## src/rtl/button_pkg.sv

```systemverilog
// Shared types and default timing for the push-button debounce block.
package button_pkg;

  typedef enum logic [1:0] {
    RELEASED,
    PRESS_WAIT,
    PRESSED,
    RELEASE_WAIT
  } btn_state_t;

  localparam int unsigned BTN_DEBOUNCE_1MS = 12000;
  localparam int unsigned BTN_LONG_500MS   = 6000000;

endpackage

```

## src/rtl/button_debounce_ch.sv

```systemverilog
// One debounce channel: 2-flop synchroniser, press/release debounce FSM
// and hold counter producing registered level and pulse outputs.
module button_debounce_ch
  import button_pkg::*;
#(
  parameter int unsigned DEBOUNCE_CYCLES = BTN_DEBOUNCE_1MS,
  parameter int unsigned LONG_CYCLES     = BTN_LONG_500MS
) (
  input  logic clk,
  input  logic rst_ni,
  input  logic button,
  output logic pressed,
  output logic press,
  output logic rel,
  output logic long_pulse,
  output logic held
);

  localparam int unsigned DW = $clog2(DEBOUNCE_CYCLES);
  localparam int unsigned HW = $clog2(LONG_CYCLES);
  localparam logic [DW-1:0] DMAX = DW'(DEBOUNCE_CYCLES - 1);
  localparam logic [HW-1:0] HMAX = HW'(LONG_CYCLES - 1);
  localparam logic [HW-1:0] HPRE = HW'(LONG_CYCLES - 2);

  logic [1:0]    sync;
  logic          s;
  btn_state_t    state, state_n;
  logic [DW-1:0] dcnt, dcnt_n;
  logic [HW-1:0] hcnt, hcnt_n;
  logic          pressed_n, press_n, rel_n, long_n, held_n;

  // Pins idle high, so the synchroniser resets to the unpressed level.
  always_ff @(posedge clk or negedge rst_ni) begin
    if (!rst_ni) sync <= '1;
    else         sync <= {sync[0], button};
  end

  assign s = ~sync[1];

  always_ff @(posedge clk or negedge rst_ni) begin
    if (!rst_ni) begin
      state      <= RELEASED;
      dcnt       <= '0;
      hcnt       <= '0;
      pressed    <= 1'b0;
      press      <= 1'b0;
      rel        <= 1'b0;
      long_pulse <= 1'b0;
      held       <= 1'b0;
    end else begin
      state      <= state_n;
      dcnt       <= dcnt_n;
      hcnt       <= hcnt_n;
      pressed    <= pressed_n;
      press      <= press_n;
      rel        <= rel_n;
      long_pulse <= long_n;
      held       <= held_n;
    end
  end

  always_comb begin
    state_n   = state;
    dcnt_n    = dcnt;
    hcnt_n    = hcnt;
    pressed_n = pressed;
    press_n   = 1'b0;
    rel_n     = 1'b0;
    long_n    = 1'b0;
    held_n    = held;

    // Hold time keeps running through a release debounce; saturation
    // guarantees the long pulse fires only once per press.
    if (state == PRESSED || state == RELEASE_WAIT) begin
      if (hcnt != HMAX) hcnt_n = hcnt + 1'b1;
      if (hcnt == HPRE) begin
        long_n = 1'b1;
        held_n = 1'b1;
      end
    end

    case (state)
      RELEASED: begin
        if (s) begin
          state_n = PRESS_WAIT;
          dcnt_n  = '0;
        end
      end
      PRESS_WAIT: begin
        if (!s) begin
          state_n = RELEASED;
        end else if (dcnt == DMAX) begin
          state_n   = PRESSED;
          pressed_n = 1'b1;
          press_n   = 1'b1;
          hcnt_n    = '0;
        end else begin
          dcnt_n = dcnt + 1'b1;
        end
      end
      PRESSED: begin
        if (!s) begin
          state_n = RELEASE_WAIT;
          dcnt_n  = '0;
        end
      end
      RELEASE_WAIT: begin
        if (s) begin
          state_n = PRESSED;
        end else if (dcnt == DMAX) begin
          state_n   = RELEASED;
          pressed_n = 1'b0;
          held_n    = 1'b0;
          rel_n     = 1'b1;
        end else begin
          dcnt_n = dcnt + 1'b1;
        end
      end
      default: state_n = RELEASED;
    endcase
  end

endmodule

```

## src/rtl/button_debounce.sv

```systemverilog
// Active-low push-button receiver: one independent debounce channel per pin.
module button_debounce
  import button_pkg::*;
#(
  parameter int unsigned NUM_BUTTONS     = 3,
  parameter int unsigned DEBOUNCE_CYCLES = BTN_DEBOUNCE_1MS,
  parameter int unsigned LONG_CYCLES     = BTN_LONG_500MS
) (
  input  logic                   clk,
  input  logic                   rst_ni,
  input  logic [NUM_BUTTONS-1:0] button_i,
  output logic [NUM_BUTTONS-1:0] pressed_o,
  output logic [NUM_BUTTONS-1:0] press_o,
  output logic [NUM_BUTTONS-1:0] release_o,
  output logic [NUM_BUTTONS-1:0] long_o,
  output logic [NUM_BUTTONS-1:0] held_o
);

  for (genvar i = 0; i < NUM_BUTTONS; i++) begin : g_ch
    button_debounce_ch #(
      .DEBOUNCE_CYCLES (DEBOUNCE_CYCLES),
      .LONG_CYCLES     (LONG_CYCLES)
    ) u_ch (
      .clk        (clk),
      .rst_ni     (rst_ni),
      .button     (button_i[i]),
      .pressed    (pressed_o[i]),
      .press      (press_o[i]),
      .rel        (release_o[i]),
      .long_pulse (long_o[i]),
      .held       (held_o[i])
    );
  end

endmodule

```

## config.mk

```make
export PLATFORM = sky130hd
export DESIGN_NAME = button_debounce
export DESIGN_NICKNAME = d
export VERILOG_FILES = /design/src/rtl/button_pkg.sv /design/src/rtl/button_debounce_ch.sv /design/src/rtl/button_debounce.sv
export SDC_FILE = /design/constraint.sdc
export NUM_CORES = 1
export LEC_CHECK = 0
export CORE_UTILIZATION = 50
export CTS_CLUSTER_DIAMETER = 200
export DETAILED_ROUTE_END_ITERATION = 12
export DONT_BUFFER_PORTS = 1
export PLACE_DENSITY = 0.7
export SLEW_MARGIN = 25
export SYNTH_ARGS = -nofsm -noshare
export SYNTH_HDL_FRONTEND = slang
export SYNTH_SLANG_ARGS = --single-unit
```

## constraint.sdc

```tcl
create_clock -name clk -period 3.7 [get_ports clk]
set_clock_uncertainty 0.1 [all_clocks]
set_input_delay 0.37 -clock clk [delete_from_list [all_inputs] [get_ports clk]]
set_output_delay 0.37 -clock clk [all_outputs]
set_load 0.1 [all_outputs]
```

==> results_dict.tcl <==
set metrics [dict create \
    outcome "finished clean" \
    fp.coreArea_sq_mm 0.0139 \
    postRouteAntennaNets 0 \
    cts-root-buf "clkbuf_16" \
    row_count 43 \
    wire_per_inst_microns 15.1 \
    globalRouteOverflowTotal 0 \
    syn-instance-count 759 \
    ys_types 63 \
    slowest_stage "inv_1" \
    hpwlAfterDp_mm 9.34 \
    drive_gt1_share_pct 6.97 \
    power.density_mw_per_mm2 433 \
    die_area_sq_mm 0.0147 \
    nFillCells 1184 \
    critical_path_class "register to register" \
    grt_pass1_vias 5307 \
    multiInputGateArea_sq_mm 0.00335 \
    reg2regPathDepth 7 \
    start_util_pct 51.3 \
    num_io_pins 20 \
    tns_ps 0 \
    cts_sinks 138 \
    dr.pass1.iters 5 \
    yosysWarningCount 0 \
    antenna_found_initial 0 \
    syn2layout_area_growth_pct 9.83 \
    place_congestion 0.847 \
    die_height_microns 121 \
    yosys-top-cells-area "dfrtp_1 (46%), nor2_1 (5.6%), nand3_1 (3.9%)" \
    hold-path-cell-count 0 \
    totalPowerFinal_uw 3390 \
    crit_path_end_kind "register" \
    route.detailed.drc 0 \
    startpoint_type "register" \
    final_cell_mix "dfrtp_1 (132), nor2_1 (106), nand2_1 (63)" \
    critical-path-max-stage-delay_ps 620 \
    synthArstFlopShare_pct 100 \
    postCtsResizedCells 0 \
    grt.total_usage_pct 20.9 \
    crit_top_cell "nand3_1" \
    synth.net_count 773 \
    relSlewSlack_pct 34.0 \
    nets 761 \
    setup_viol 0 \
    vdd_drop_max_uv 324 \
    drtIter0Drc 316 \
    htreeDepth 4 \
    holdCritPathClass "register to register" \
    cts_made_buffers 17 \
    worstPathRequired_ps 3890 \
    synth_edf_count 0 \
    regArea_sq_mm 0.00346 \
    cts_buffer_depth 2 \
    viasPerCell 5.89 \
    cts_hold_buf 5 \
    grt_max_degree 139 \
    max_freq_mhz 340 \
    ys_seq_elements 138 \
    static-leakage-power_uw 0.00337 \
    mostFrequentLayoutCell "dfrtp_1" \
    path_cells "ha_1, nand3_1, nor3_2, nand3_1, inv_1, or4_1, o21ai_0" \
    antenna_cells 0 \
    cts_tree "done" \
    arrival_ps 3130 \
    cts.clk_slew.worst_paths_ps 60 \
    synth_area_sq_mm 0.00713 \
    synth_top_flop_cell "dfrtp_1" \
    wl_mm 14.2 \
    placement.io_buffers 0 \
    synth_top_cell_by_area "dfrtp_1" \
    num_vias 5534 \
    post-route-min-period_ps 2940 \
    maxSlewViolCount 0 \
    worstMarginPinSlew_ps 990 \
    grt_pass1_wl_mm 24.5 \
    cts_setup_buffers 0 \
    insertion_delay_ps 430 \
    crit_fanout 17 \
    netlist.area_leader.share_pct 46.4 \
    hold_viol 0 \
    seq_area_frac_synth_pct 48.6 \
    fin_crit_sh_pct 79.4 \
    rsz0062_at_grt "no" \
    drv_cap 0 \
    syn_area_per_cell_sq_um 9.39 \
    die_w_microns 121 \
]
report_power, final:
group	switching [uW]	internal [uW]	total [uW]
combinational	61.9	31.4	93.4
clock	662	1080	1740
sequential	24.4	1530	1560
total	749	2640	3390
registers in the layout, indices dropped and copies added (netlist names), named ones only:
register	count
g_ch.u_ch.hcnt	69
g_ch.u_ch.dcnt	42
g_ch.u_ch.sync	6
g_ch.u_ch.held	3
g_ch.u_ch.long_pulse	3
g_ch.u_ch.press	3
g_ch.u_ch.pressed	3
g_ch.u_ch.rel	3
g_ch.u_ch.state	3
synthesized netlist by cell type (4+ instances only):
cell type / instances
and3_1: 18
nand2_1: 63
mux2i_1: 7
nor3b_1: 6
a31oi_1: 4
a22o_1: 4
nand4b_1: 5
ha_1: 9
nor4_1: 8
and4_1: 8
dfstp_2: 6
and2_1: 4
or3_1: 16
dfrtp_1: 132
o211ai_1: 8
buf_4: 15
clkbuf_1: 17
nor2_1: 106
nand3_1: 55
xor2_1: 31
inv_1: 26
a21oi_1: 24
nor3_1: 24
o21ai_0: 33
nand4_1: 27
or4_1: 12
xnor2_1: 30
routing by layer:
metal	part of all wire [%]	wire length (microns)	global-route usage, %
met3	3.8	541	5.73
met5	0	0	0
met4	1.8	259	8.64
met1	46	6500	27.2
met2	48	6860	32.7
area by class of cell:
type | count | share of cell area [%]
Inverter | 26 | 1.25
Tap cell | 180 | 2.88
Sequential cell | 138 | 44.2
Multi-Input combinational cell | 557 | 42.8
Timing Repair Buffer | 7 | 1.06
Clock inverter | 14 | 2.19
Clock buffer | 18 | 5.61
metrics by stage:
| step | instance area (sq um) | util (%) | hold WS, ps | setup WS, ps | cells |
|---|---|---|---|---|---|
| after CTS | 7830 | 56.4 | 256 | 900 | 940 |
| after floorplan | 7130 | - | -25.6 | 1480 | 759 |
| final | 7830 | 56.4 | 256 | 762 | 940 |
| after global routing | 7830 | 56.4 | 258 | 641 | 940 |
| after detailed placement | 7150 | 51.5 | -20.4 | 933 | 903 |
| after global placement | 7150 | 51.5 | -20.5 | 1050 | 903 |
path summary, 6_finish.rpt:
check | endpoint | from | slack [ps]
min in group asynchronous | g_ch[0].u_ch.hcnt[5] | rst_ni | 520
max | g_ch[1].u_ch.hcnt[18] | g_ch[1].u_ch.dcnt[1] | 760
min | g_ch[1].u_ch.sync[1] | g_ch[1].u_ch.sync[0] | 260
min reg2reg | g_ch[1].u_ch.sync[1] | g_ch[1].u_ch.sync[0] | 260
max reg2reg | g_ch[1].u_ch.hcnt[18] | g_ch[1].u_ch.dcnt[1] | 760
max in group asynchronous | g_ch[0].u_ch.hcnt[14] | rst_ni | 2470
cell families after synthesis:
group / after synthesis / share of synthesized area, %
flops: 138 / 48.6
xor+xnor: 61 / 7.50
fa+ha+maj: 9 / 1.58
buf+inv: 64 / 4.42
mux: 8 / 1.14
simple gates: 374 / 27.4
compound gates: 105 / 9.41
worst max-delay path, delay by kind of cell (launching register included):
| kind | cells | cell delay, ps |
|---|---|---|
| compound gates | 1 | 110 |
| fa+ha+maj | 1 | 220 |
| buf+inv | 1 | 620 |
| flops | 1 | 380 |
| simple gates | 4 | 1380 |
Note: power is estimated with default switching activity, not from simulation.
